<file path="config.mk">
export PLATFORM = sky130hd
export DESIGN_NAME = pipe_ctrl_unit
export DESIGN_NICKNAME = d
export VERILOG_FILES = /design/src/rtl/pipe_ctrl_unit.sv
export SDC_FILE = /design/constraint.sdc
export NUM_CORES = 1
export LEC_CHECK = 0
export ABC_AREA = 1
export CAP_MARGIN = 20
export CELL_PAD_IN_SITES_DETAIL_PLACEMENT = 0
export CELL_PAD_IN_SITES_GLOBAL_PLACEMENT = 2
export CORE_AREA = 8 8 90 92
export DETAILED_ROUTE_END_ITERATION = 8
export DIE_AREA = 0 0 98 100
export GPL_ROUTABILITY_DRIVEN = 0
export GPL_TIMING_DRIVEN = 0
export PLACE_DENSITY_LB_ADDON = 0.1
export SETUP_SLACK_MARGIN = 0.4
export SKIP_CTS_REPAIR_TIMING = 1
export SLEW_MARGIN = 20
export SYNTH_ARGS = -nofsm -noshare
export SYNTH_HDL_FRONTEND = slang
export SYNTH_SLANG_ARGS = --single-unit
</file>
<file path="constraint.sdc">
create_clock -name clk -period 1.94 [get_ports clk]
set_clock_uncertainty 0.05 [all_clocks]
set_input_delay 0.194 -clock clk [delete_from_list [all_inputs] [get_ports clk]]
set_output_delay 0.194 -clock clk [all_outputs]
set_load 0.02 [all_outputs]
</file>
<file path="src/rtl/pipe_ctrl_unit.sv">
// Registered ID-stage decode/control unit: decodes instr into the ID/EX bundle,
// and handles load-use stalls, branch/jump flushes, call-depth tracking and halt.
module pipe_ctrl_unit #(
   parameter  int INSTR_W      = 19,
   parameter  int REG_W        = 3,
   parameter  int STACK_DEPTH  = 8,
   parameter  int FLUSH_CYCLES = 1,
   localparam int DEPTH_W      = $clog2(STACK_DEPTH + 1)
) (
   input  logic               clk,
   input  logic               rst,
   input  logic               instr_valid,
   input  logic [INSTR_W-1:0] instr,
   input  logic [REG_W-1:0]   rs1,
   input  logic [REG_W-1:0]   rs2,
   input  logic [REG_W-1:0]   rd,
   input  logic               zero,
   input  logic               carry,
   output logic               reg2_read_source,
   output logic               mem_read_write,
   output logic               mem_or_alu,
   output logic               is_shift,
   output logic               alu_src,
   output logic               update_z_c,
   output logic               reg_write_signal,
   output logic               stack_push,
   output logic               stack_pop,
   output logic [1:0]         pc_src,
   output logic [1:0]         scode,
   output logic [2:0]         acode,
   output logic               stall,
   output logic               flush,
   output logic               halted,
   output logic               stack_err,
   output logic [DEPTH_W-1:0] depth,
   output logic [1:0]         dbg_state
);

   typedef enum logic [1:0] {
      ST_RUN     = 2'd0,
      ST_FLUSH   = 2'd1,
      ST_HALTED  = 2'd2
   } state_e;

   typedef struct packed {
      logic       reg2_read_source;
      logic       mem_read_write;
      logic       mem_or_alu;
      logic       is_shift;
      logic       alu_src;
      logic       update_z_c;
      logic       reg_write_signal;
      logic       stack_push;
      logic       stack_pop;
      logic [1:0] pc_src;
      logic [1:0] scode;
      logic [2:0] acode;
   } ctrl_t;

   localparam logic [DEPTH_W-1:0] MAX_DEPTH  = DEPTH_W'(STACK_DEPTH);
   localparam logic [1:0]         FLUSH_INIT = 2'(FLUSH_CYCLES - 1);

   state_e               state_q, state_d;
   logic [1:0]           cnt_q, cnt_d;
   logic [DEPTH_W-1:0]   depth_q, depth_d;
   logic                 ld_valid_q, ld_valid_d;
   logic [REG_W-1:0]     ld_rd_q, ld_rd_d;
   ctrl_t                ctrl_q, ctrl_d;
   logic                 flush_q, flush_d;
   logic                 halted_q, halted_d;
   logic                 err_q, err_d;
   logic                 stall_c;

   // Opcode classification from the top six instruction bits.
   logic [5:0] op;
   logic [1:0] sub;
   logic       is_rtype, is_imm, is_shift_op, is_load, is_store, is_branch;
   logic       is_jmp_grp, is_jsb, is_ret, is_halt, br_taken, hazard;
   logic       unused_low_bits;

   assign op          = instr[INSTR_W-1 -: 6];
   assign sub         = op[2:1];
   assign is_rtype    = (op[5:4] == 2'b00);
   assign is_imm      = (op[5:4] == 2'b01);
   assign is_shift_op = (op[5:3] == 3'b110);
   assign is_load     = (op[5:3] == 3'b100) && (sub == 2'b00);
   assign is_store    = (op[5:3] == 3'b100) && (sub == 2'b01);
   assign is_branch   = (op[5:3] == 3'b101);
   assign is_jmp_grp  = (op[5:2] == 4'b1110);
   assign is_jsb      = is_jmp_grp && op[1];
   assign is_ret      = (op == 6'b111100);
   assign is_halt     = (op == 6'b111111);
   assign unused_low_bits = ^instr[INSTR_W-7:0];

   always_comb begin
      br_taken = 1'b0;
      case (sub)
         2'b00:   br_taken = zero;
         2'b01:   br_taken = !zero;
         2'b10:   br_taken = carry;
         default: br_taken = !carry;
      endcase
   end

   // rs2 is only a real read operand for R-type, branch and store.
   assign hazard = ld_valid_q &&
                   ((rs1 == ld_rd_q) ||
                    ((rs2 == ld_rd_q) && (is_rtype || is_branch || is_store)));

   // instr_valid qualifies instr; while stall is high the instruction is not
   // consumed and the fetch side must present it again next cycle.
   always_comb begin
      logic go_flush;
      state_d    = state_q;
      cnt_d      = cnt_q;
      depth_d    = depth_q;
      ld_valid_d = ld_valid_q;
      ld_rd_d    = ld_rd_q;
      ctrl_d     = '0;
      flush_d    = 1'b0;
      halted_d   = 1'b0;
      err_d      = 1'b0;
      stall_c    = 1'b0;
      go_flush   = 1'b0;

      case (state_q)
         ST_RUN: begin
            if (instr_valid) begin
               if (hazard) begin
                  stall_c    = 1'b1;
                  ld_valid_d = 1'b0;
               end else begin
                  ld_valid_d = is_load;
                  if (is_load) ld_rd_d = rd;

                  if (is_rtype || is_imm) begin
                     ctrl_d.update_z_c       = 1'b1;
                     ctrl_d.mem_or_alu       = 1'b1;
                     ctrl_d.reg_write_signal = 1'b1;
                     ctrl_d.alu_src          = is_imm;
                     ctrl_d.acode            = op[3:1];
                  end else if (is_shift_op) begin
                     ctrl_d.is_shift         = 1'b1;
                     ctrl_d.mem_or_alu       = 1'b1;
                     ctrl_d.reg_write_signal = 1'b1;
                     ctrl_d.update_z_c       = 1'b1;
                     ctrl_d.scode            = sub;
                  end else if (is_load) begin
                     ctrl_d.reg2_read_source = 1'b1;
                     ctrl_d.alu_src          = 1'b1;
                     ctrl_d.reg_write_signal = 1'b1;
                  end else if (is_store) begin
                     ctrl_d.reg2_read_source = 1'b1;
                     ctrl_d.alu_src          = 1'b1;
                     ctrl_d.mem_read_write   = 1'b1;
                  end else if (is_branch) begin
                     if (br_taken) begin
                        ctrl_d.pc_src = 2'b11;
                        go_flush      = 1'b1;
                     end
                  end else if (is_jmp_grp) begin
                     ctrl_d.pc_src = 2'b01;
                     go_flush      = 1'b1;
                     // A jsb with a full stack degrades to a plain jmp.
                     if (is_jsb) begin
                        if (depth_q == MAX_DEPTH) begin
                           err_d = 1'b1;
                        end else begin
                           ctrl_d.stack_push = 1'b1;
                           depth_d           = depth_q + DEPTH_W'(1);
                        end
                     end
                  end else if (is_ret) begin
                     if (depth_q == '0) begin
                        err_d = 1'b1;
                     end else begin
                        ctrl_d.pc_src    = 2'b10;
                        ctrl_d.stack_pop = 1'b1;
                        depth_d          = depth_q - DEPTH_W'(1);
                        go_flush         = 1'b1;
                     end
                  end else if (is_halt) begin
                     state_d  = ST_HALTED;
                     halted_d = 1'b1;
                  end
               end
            end
            if (go_flush) begin
               state_d = ST_FLUSH;
               cnt_d   = FLUSH_INIT;
               flush_d = 1'b1;
            end
         end
         ST_FLUSH: begin
            if (cnt_q == 2'd0) begin
               state_d = ST_RUN;
            end else begin
               cnt_d   = cnt_q - 2'd1;
               flush_d = 1'b1;
            end
         end
         ST_HALTED: begin
            halted_d = 1'b1;
         end
         default: begin
            state_d = ST_RUN;
         end
      endcase
   end

   always_ff @(posedge clk or negedge rst) begin
      if (!rst) begin
         state_q    <= ST_RUN;
         cnt_q      <= 2'd0;
         depth_q    <= '0;
         ld_valid_q <= 1'b0;
         ld_rd_q    <= '0;
         ctrl_q     <= '0;
         flush_q    <= 1'b0;
         halted_q   <= 1'b0;
         err_q      <= 1'b0;
      end else begin
         state_q    <= state_d;
         cnt_q      <= cnt_d;
         depth_q    <= depth_d;
         ld_valid_q <= ld_valid_d;
         ld_rd_q    <= ld_rd_d;
         ctrl_q     <= ctrl_d;
         flush_q    <= flush_d;
         halted_q   <= halted_d;
         err_q      <= err_d;
      end
   end

   assign reg2_read_source = ctrl_q.reg2_read_source;
   assign mem_read_write   = ctrl_q.mem_read_write;
   assign mem_or_alu       = ctrl_q.mem_or_alu;
   assign is_shift         = ctrl_q.is_shift;
   assign alu_src          = ctrl_q.alu_src;
   assign update_z_c       = ctrl_q.update_z_c;
   assign reg_write_signal = ctrl_q.reg_write_signal;
   assign stack_push       = ctrl_q.stack_push;
   assign stack_pop        = ctrl_q.stack_pop;
   assign pc_src           = ctrl_q.pc_src;
   assign scode            = ctrl_q.scode;
   assign acode            = ctrl_q.acode;
   assign stall            = stall_c;
   assign flush            = flush_q;
   assign halted           = halted_q;
   assign stack_err        = err_q;
   assign depth            = depth_q;
   assign dbg_state        = state_q;

endmodule
</file>
==> flow_summary_export.csv <==
group,metric,value,unit
floorplanning,initial_utilization,24.4,%
route,wl_per_cell,13.2,µm
synth,synth_area,0.00162,mm²
grt,grt_pass1_vias,1496,
place,portBuffers,43,
sta,fin_crit_sh,86.2,%
sta,period_minus_slack,1670,ps
synth,synth-seq-cells,30,
floorplanning,num_io_pins,59,
route,drtPass1Iterations,4,
sta,slew_headroom,78.6,%
route,drc,0,
synth,seq_area_frac_synth,46.3,%
worst_setup_path,critical_path.max_stage_delay,380,ps
worst_setup_path,end_kind,"output port",
floorplanning,core-area,0.00664,mm²
cts,cts_tree,"yes",
final_layout,nFillCells,684,
worst_setup_path,crit_type,"flop to output port",
worst_setup_path,crit_family,"simple AND/OR/NAND/NOR gates",
floorplanning,design.die.area,0.00980,mm²
pwr,combPwrFrac,35.2,%
synth,syn_area_per_cell,8.77,µm²
grt,grt_max_degree,31,
worst_setup_path,r2r_start,"ld_rd_q[1]",
pwr,pwr-share-seq,39.6,%
grt,grtUsageMet1,11.1,%
synth,yosys-top-cells-area,"dfrtp_1, nand2_1, inv_1",
worst_setup_path,cpMostUsedCell,"nand2_1",
worst_setup_path,rrSetupSlack,360,ps
grt,gr-usage-met2,15.3,%
pwr,power.internal,1.34,mW
floorplanning,dieWidth,98,µm
cts,clock_latency,280,ps
worst_setup_path,crit_fanout,4,
sta,setup-violations-final,0,
pwr,peakVddDrop,311,µV
grt,grt_overflow,0,
place,placed_area,0.00219,mm²
floorplanning,rows,30,
grt,grtUsageMet3,3.46,%
sta,fin_ws,267,ps
sta,hold_ws,131,ps
final_layout,diodes,0,
pwr,power.switching,710,µW
synth,synthCells,185,
synth,synth.distinct_cells,30,
worst_setup_path,path_cells,"inv_1 > nand2_1 > nand2_1 > nor2_1 > nand3_2 > nand2_4 > nand2_8 > nor2_4 > buf_6",
pwr,powerDensity,840,mW/mm²
cts,clk_pin_slew,60,ps
hold_path,holdCritPathClass,"input pin to flop",
floorplanning,die_height,100,µm
worst_setup_path,r2r_cells,10,
hold_path,min_to,"scode[1]",
final_layout,area_growth,50.6,%
cts,cts-htree-levels,2,
sta,max_freq,598,MHz
route,viasPerCell,4.29,
run_status,status,"completed",
pwr,power.share.switching,34.6,%
cts,clock_sinks,30,
final_layout,mostFrequentLayoutCells,"nand2_1, clkdlybuf4s50_1, dfrtp_1",
flow_run,drv_cap,0,
pwr,p_total,2.05,mW
place,place_hpwl,3.37,mm
pwr,p_leak,1.19,nW
worst_setup_path,crit_arrival,1430,ps
final_layout,fin_nets,280,
cts,cts_root_buf,"clkbuf_8",
final_layout,drive_above_1_share,25.4,%
grt,grt_antenna_before_repair,0,
grt,grt_pass1_wl,7.37,mm
sta,hold_violations,0,
route,vias,1390,
sta,worstMarginPinSlew,320,ps
grt,track_usage,9.42,%
hold_path,hold_path_depth,3,
sta,setup_tns,0,ps
worst_setup_path,start_kind,"flop",
route,drtAntennaViolNets,0,
final_layout,final_cell_area,0.00244,mm²
synth,yosys.area.top_type_share,46.3,%
sta,rsz0062_at_grt,"yes",
route,drt_wl_total,4.28,mm
route,drt-initial-drc-count,77,
hold_path,hold_start,"instr[15]",
worst_setup_path,crit_buf_inv,2,
worst_setup_path,r2r_end,"alu_src",
worst_setup_path,slowest_stage,"dfrtp_1",
synth,yosys_warnings,0,
sta,drv_slew,0,
grt,top_usage_layer,"met2",
cts,cts_buffers,5,
worst_setup_path,worstPathRequired,1700,ps
pwr,power_frac_clock,25.1,%
synth,synth_nets,222,
place,pre_cts_ws,-576,ps
cts,clockBufferDepth,2,
synth,yosys.area.top_type,"dfrtp_1",
## cell type report
| cell class | instances | area [µm²] | share of cell area (%) |
|---|---|---|---|
| clock inverter | 1 | 5.00 | 0.205 |
| inverter | 28 | 110 | 4.51 |
| multi-input combinational | 124 | 841 | 34.4 |
| timing repair buffer | 51 | 517 | 21.1 |
| sequential | 30 | 754 | 30.9 |
| clock buffer | 7 | 86.3 | 3.53 |
| buffer | 3 | 30.0 | 1.23 |
| tap | 80 | 100 | 4.10 |
## flip-flops by register name (all words and copies together) (netlist names), 2 cells and up
signal	count
cnt_q	2
pc_src	2
scode	2
ld_rd_q	3
acode	3
dbg_state	2
depth	4
## cell usage after synthesis
cell,instances
nor4_1,1
ha_1,3
a21oi_1,5
nand2_1,34
nor3_1,6
nand3_2,3
nand2_8,1
nor3_2,1
nand3_1,13
nand3b_4,1
fa_1,1
o21ai_2,2
buf_4,3
o21ai_1,2
nor2_4,3
o21ai_0,4
o211ai_1,1
xnor2_1,5
nand2_2,2
nand3_4,1
dfrtp_1,30
a31oi_1,1
nor3b_1,1
nand4_1,5
inv_2,4
nand2_4,3
a211oi_1,2
xor2_1,2
nor2_1,21
inv_1,24
## worst min-delay path: stages
cell and delay (ps):
buf_6 120, inv_4 70, nor2_1 40
## power groups by stage
stage	logic [mW]	registers (mW)	clock network (mW)
2_1_floorplan	0.353	0.870	0
3_3_place_gp	0.671	0.815	0
3_5_place_dp	0.677	0.814	0
4_1_cts	0.682	0.803	0.544
5_1_grt	0.814	0.832	0.570
6_report	0.722	0.813	0.516
## cell families (layout without fill, tap and decap cells)
family                     after synthesis  count (layout)  synth area share (%)
and+or+nand+nor                         96              96                  32.3
xor gates and xnor gates                 7               7                  3.78
adders and majority gates                4               4                  3.55
DFF                                     30              30                  46.3
buffers and inverters                   31              90                  7.86
AOI/OAI and AO/OA                       17              17                  6.25
## through the flow
step,cells,utilization [%]
after floorplan,185,-
after global placement,308,32.8
after detailed placement,309,33.0
after CTS,317,34.4
after global routing,324,36.8
final,324,36.8
## per-layer routing
layer	part of all wire (%)	vias up
li1	-	711
met1	45	645
met2	48	28
met3	5.4	6
met4	1.3	0
met5	0	-
## worst max-delay path by stage
stage               cells after the start       start  slack, ps        to
global placement                       10   instr[14]       -610     stall
CTS                                    10   instr[14]       -600     stall
floorplan                              13   instr[15]        370  depth[3]
global route                            8  ld_rd_q[0]        150     stall
detailed placement                     10   instr[14]       -580     stall
finish                                  9  ld_rd_q[1]        270     stall
(Power assumes the default switching activity.)
==> edit 1, RTL diff (same settings) <==
Put one more register stage on the output `dbg_state`, with the module's reset. The value now appears one clock later. The other outputs are not delayed to match.
--- a/src/rtl/pipe_ctrl_unit.sv
+++ b/src/rtl/pipe_ctrl_unit.sv
@@ -249,6 +249,12 @@
    assign halted           = halted_q;
    assign stack_err        = err_q;
    assign depth            = depth_q;
-   assign dbg_state        = state_q;
+   always_ff @(posedge clk or negedge rst) begin
+      if (!rst) begin
+         dbg_state <= '0;
+      end else begin
+         dbg_state <= state_q;
+      end
+   end
 
 endmodule
Function: changed (a bounded check fails within 4 cycles, from zero or initial values and one cycle with rst low).
==> edit 1 against the unedited design <==
- first-iteration DRC count down 74%
- worst setup slack got worse by 0.045 ns
- synthesized cell count grew 2.7%
- critical path type unchanged
- largest cell class unchanged
- sequential share of layout area grew 1.4 points
- largest power group unchanged
- sequential cell count increased by 2
- combinational power up 13%
- wire length is 1.6% higher
- critical path depth fell by 1
- synthesized area up 2.7%
- core utilization is 0.70 points higher
- non-clock buffer count is 1 lower
- design area up 1.9%
- power increased by 16%
==> edit 1: results (changes against the unedited design) <==
INFO  metric buffer_ports.inserted = 45 (+4.7%)
INFO  metric dp_cells = 316 (+2.3%)
INFO  metric regToRegSetupSlack = 0.36 ns (about the same)
INFO  metric first_pass_grt_wire_length = 7.465 mm (+1.3%)
INFO  metric cts.clk_slew.worst_paths = 0.06 ns (about the same)
INFO  metric drt-total-wl = 4.347 mm (+1.6%)
INFO  metric postPlaceCellArea = 2232 sq um (+1.8%)
INFO  metric total_leakage_power = 1.280 nW (+7.3%)
INFO  metric place.detailed.hpwl = 3.536 mm (+4.8%)
INFO  metric synth_sequential_area_ratio = 0.4805 (+0.01787)
INFO  metric area_growth = 49.40%
INFO  metric cts-htree-levels = 2 (unchanged)
INFO  metric route.detailed.vias_per_inst = 4.373 (+1.9%)
INFO  metric timing.hold.worst.class = in -> reg
INFO  metric synth_top_flop_cell = dfrtp_1
INFO  metric rr_startpoint = ld_rd_q[0]$_DFFE_PN0P_
INFO  metric fin_nets = 286 (+2.1%)
INFO  metric critPathCapture = stall
INFO  metric route.top_layer_used = met4
INFO  metric num_vias = 1443 (+3.8%)
INFO  metric hold-worst-slack = 0.2518 ns (+0.1208 ns)
INFO  metric ir_drop = 0.4409 mV (+42%)
INFO  metric ff2ff_path_depth = 10 (unchanged)
INFO  metric post_synth_inst_count = 190 (+2.7%)
INFO  metric place_ws = -0.6402 ns (-0.06425 ns)
INFO  metric antenna_cells = 0 (unchanged)
INFO  metric sw_frac_of_total = 0.3335 (-0.01240)
INFO  metric grt_pass1_vias = 1572 (+5.1%)
INFO  metric yosysWarningCount = 0 (unchanged)
INFO  metric rr_endpoint = stack_pop$_DFF_PN0_
INFO  metric root_buffer = clkbuf_8
INFO  metric crit_path_largest_cell_delay = 0.41 ns (+0.03 ns)
INFO  metric total_routing_usage_reported_by_global_routing = 0.09391 (-0.0002528)
INFO  metric fill_cell_total_of_the_finished_layout = 711 (+3.9%)
INFO  metric final_area = 2490 sq um (+1.9%)
INFO  metric drt_iter0_markers = 20 (-74%)
INFO  metric kind_of_start_point_of_the_critical_path = register
INFO  metric multi_input_area = 810.8 sq um (-3.6%)
INFO  metric core_area = 6644 sq um (unchanged)
INFO  metric postSynthNetCount = 227 (+2.3%)
INFO  metric ys_types = 31 (+3.3%)
INFO  metric synth_top_cells_by_area = dfrtp_1 (48%), nand2_1 (8.6%), inv_1 (5.2%)
INFO  metric slew_headroom = 0.7918 (+0.005523)
INFO  metric antenna_violations_before_repair = 0 (unchanged)
INFO  metric wl_met3 = 338 um (+46%)
INFO  metric async_reset_ff_frac = 1.000 (unchanged)
INFO  metric met2_length = 1.787 mm (-14%)
INFO  metric run_status = completed
INFO  metric synth_common_cells = nand2_1 (38), dfrtp_1 (32), inv_1 (23)
INFO  metric clock_network_latency_to_the_later_pin_of_the_worst_skew_pair = 0.28 ns (about the same)
INFO  metric post_route_cells_drive_above_1_share = 0.2040 (-0.05010)
INFO  metric grt_start_max_net_pins = 26 (-16%)
INFO  metric m1WireLength = 2.159 mm (+13%)
INFO  metric worst_ep_arrival_time = 1.47 ns (+0.04 ns)
INFO  metric inserted_clock_buffers = 5 (unchanged)
## edit 1: changes by cell type after synthesis, moves of 2 or more
cell      unedited run  this run
a21oi_1              5         7
a211oi_1             2         0
buf_4                3         1
o21ai_0              4         2
nor3_1               6         8
o21ai_2              2         0
nor2_4               3         0
nand2_1             34        38
dfrtp_1             30        32
nor2_2               0         3
nand4_2              0         2
## edit 1: cells by family after synthesis
| kind of cell | count (synthesis) | synth area share |
|---|---|---|
| simple gates | 101 | 0.3168 |
| buf+inv | 29 | 0.06756 |
| xor+xnor | 7 | 0.03679 |
| fa+ha+maj | 4 | 0.03454 |
| compound gates | 17 | 0.06382 |
| flops | 32 | 0.4805 |
## edit 1: power groups by stage
stage | sequential (mW) | combinational (mW) | clock, mW
final | 0.880 | 0.818 | 0.690
after global placement | 0.886 | 0.770 | 0
after global routing | 0.899 | 0.919 | 0.739
after floorplan | 0.952 | 0.402 | 0
after CTS | 0.876 | 0.777 | 0.716
after detailed placement | 0.886 | 0.776 | 0
## edit 1: metal layers
layer / vias to the layer above / GRT usage
met5: - / 0
met4: 0 / 0.03957
met3: 7 / 0.03391
met2: 39 / 0.1370
met1: 666 / 0.1216
li1: 731 / -
## edit 1: how the worst min path moves through the flow
stage	start	endpoint
global placement	state_q[1]$_DFFE_PN0P_	dbg_state[1]$_DFF_PN0_
finish	instr[14]	stack_push$_DFF_PN0_
detailed placement	rst	ld_rd_q[1]$_DFFE_PN0P_
CTS	rst	ld_rd_q[2]$_DFFE_PN0P_
floorplan	rst	acode[0]$_DFF_PN0_
global route	instr[14]	stack_push$_DFF_PN0_
## edit 1: area by class of cell
type,instances,share of cell area
Multi-Input combinational cell,129,0.3256
Sequential cell,32,0.3226
Timing Repair Buffer,52,0.2146
Inverter,28,0.04322
Tap cell,80,0.04020
Clock buffer,7,0.03869
Clock inverter,1,0.01206
Buffer,1,0.003015
## edit 1: worst reg2reg max path: cells and delay by family (launching register included)
family	cells	cell delay, ns
buf+inv	2	0.18
simple gates	7	0.63
flops	1	0.41
compound gates	1	0.25
==> edit 2, RTL diff (same settings) <==
Made on the original files. Change the parameter `STACK_DEPTH` from 8 to 4.
--- a/src/rtl/pipe_ctrl_unit.sv
+++ b/src/rtl/pipe_ctrl_unit.sv
@@ -3,7 +3,7 @@
 module pipe_ctrl_unit #(
    parameter  int INSTR_W      = 19,
    parameter  int REG_W        = 3,
-   parameter  int STACK_DEPTH  = 8,
+   parameter  int STACK_DEPTH  = 4,
    parameter  int FLUSH_CYCLES = 1,
    localparam int DEPTH_W      = $clog2(STACK_DEPTH + 1)
 ) (
Interface: changed (resized depth); port bits go from 59 to 58. The function was not compared with the original's and may differ.
==> edit 2 against the unedited design <==
- power is 4.8% lower
- worst setup slack worse by 0.014 ns
- synthesized area is 6.7% lower
- sequential cell count stayed put
- wire length is 0.89% lower
- core utilization is 1.5 points lower
- non-clock buffer count is 1 higher
- design area is 4.0% lower
- global-route usage is 0.32 points lower
- largest power group unchanged
==> edit 2: results (changes against the unedited design) <==
INFO  metric drt_iter0_markers = 52 (-32%)
INFO  metric place_ws = -0.5158 ns (+0.06009 ns)
INFO  metric place.detailed.hpwl = 3.277 mm (-2.9%)
INFO  metric m1WireLength = 1.856 mm (-3.1%)
INFO  metric synth_common_cells = nand2_1 (44), inv_1 (31), dfrtp_1 (30)
INFO  metric post_synth_inst_count = 183 (-1.1%)
INFO  metric synth_top_cells_by_area = dfrtp_1 (50%), nand2_1 (11%), inv_1 (7.7%)
INFO  metric grt_pass1_vias = 1453 (-2.9%)
INFO  metric wl_met3 = 203 um (-13%)
INFO  metric postSynthNetCount = 218 (-1.8%)
INFO  metric regToRegSetupSlack = 0.39 ns (+0.03 ns)
INFO  metric detail_route.first_pass.iterations = 4 (unchanged)
INFO  metric instances_no_fill = 326 (+0.62%)
INFO  metric ir_drop = 0.3580 mV (+15%)
INFO  metric dp_cells = 307 (-0.65%)
INFO  metric antenna_violations_before_repair = 0 (unchanged)
INFO  metric buffer_ports.inserted = 44 (+2.3%)
INFO  metric total_leakage_power = 1.256 nW (+5.3%)
INFO  metric synth_sequential_area_ratio = 0.4959 (+0.03326)
INFO  metric postPlaceCellArea = 2049 sq um (-6.6%)
INFO  metric synth_top_flop_cell = dfrtp_1
INFO  metric total_routing_usage_reported_by_global_routing = 0.09095 (-0.003210)
INFO  metric timing.hold.worst.class = in -> reg
INFO  metric num_vias = 1324 (-4.7%)
INFO  metric timing.critical_path.from = ld_rd_q[2]$_DFFE_PN0P_
INFO  metric inserted_clock_buffers = 5 (unchanged)
INFO  metric hold-worst-slack = 0.2527 ns (+0.1217 ns)
INFO  metric worstHoldPathCells = 3 (unchanged)
INFO  metric internal-power = 1.328 mW (-1.0%)
INFO  metric seq-power = 0.767 mW (-5.7%)
INFO  metric p_comb_frac = 0.304 (-0.048)
INFO  metric post_route_cells_drive_above_1_share = 0.1911 (-0.06304)
INFO  metric slew_headroom = 0.5443 (-0.2419)
INFO  metric met2_length = 2.132 mm (+2.9%)
INFO  metric ys_types = 25 (-17%)
INFO  metric ff2ff_path_depth = 11 (+1)
INFO  metric cts-htree-levels = 2 (unchanged)
INFO  metric run_status = completed
INFO  metric average_detailed_routed_wire_length_per_instance = 13.01 um (-1.5%)
INFO  metric clock.fmax = 0.5928 GHz (-0.84%)
INFO  metric combinationalPower = 0.595 mW (-18%)
INFO  metric hold_start = instr[17]
INFO  metric first_pass_grt_wire_length = 7.072 mm (-4.0%)
-- edit 2: cell count changes after synthesis, moves of 3 or more --
cell     delta
a21oi_1     -4
buf_4       -3
inv_1       +7
nand2_1    +10
nand4_1     -3
nor2_1      -4
nor3_1      +3
o21ai_0     +5
-- edit 2: logic make-up (layout without fill, tap and decap cells) --
logic type / count (synthesis) / after routing / synth area share
fa+ha+maj: 2 / 2 / 0.02149
buf+inv: 33 / 96 / 0.08182
simple gates: 100 / 100 / 0.3297
compound gates: 14 / 14 / 0.04793
xor+xnor: 4 / 4 / 0.02314
flops: 30 / 30 / 0.4959
-- edit 2: worst paths after layout --
check,endpoint
max in group asynchronous,ld_rd_q[2]$_DFFE_PN0P_
min,alu_src$_DFF_PN0_
max reg2reg,cnt_q[1]$_DFFE_PN0P_
max,stall
min in group asynchronous,stack_push$_DFF_PN0_
min reg2reg,cnt_q[1]$_DFFE_PN0P_
-- edit 2: layout make-up --
type                       count  area, sq um
sequential                    30        750.7
inverter                      33        126.4
tap                           80        100.1
fill                         722         4298
clock buffer                   8        110.1
timing repair buffer          55        558.0
multi-input combinational    120        700.7
-- edit 2: per-layer routing --
metal,vias to the layer above,GRT usage
met5,-,0
met4,0,0.03237
met3,5,0.02976
met2,27,0.1554
met1,598,0.1039
li1,694,-
-- edit 2: critical path, cell delays in order, from the launching register on --
cell and delay [ns]:
dfrtp_1 0.40, inv_1 0.05, nand2_1 0.05, nand2_1 0.06
nor2_1 0.10, nand3_1 0.10, nand2_2 0.08, nand2_4 0.06
nor3_4 0.13, buf_6 0.14
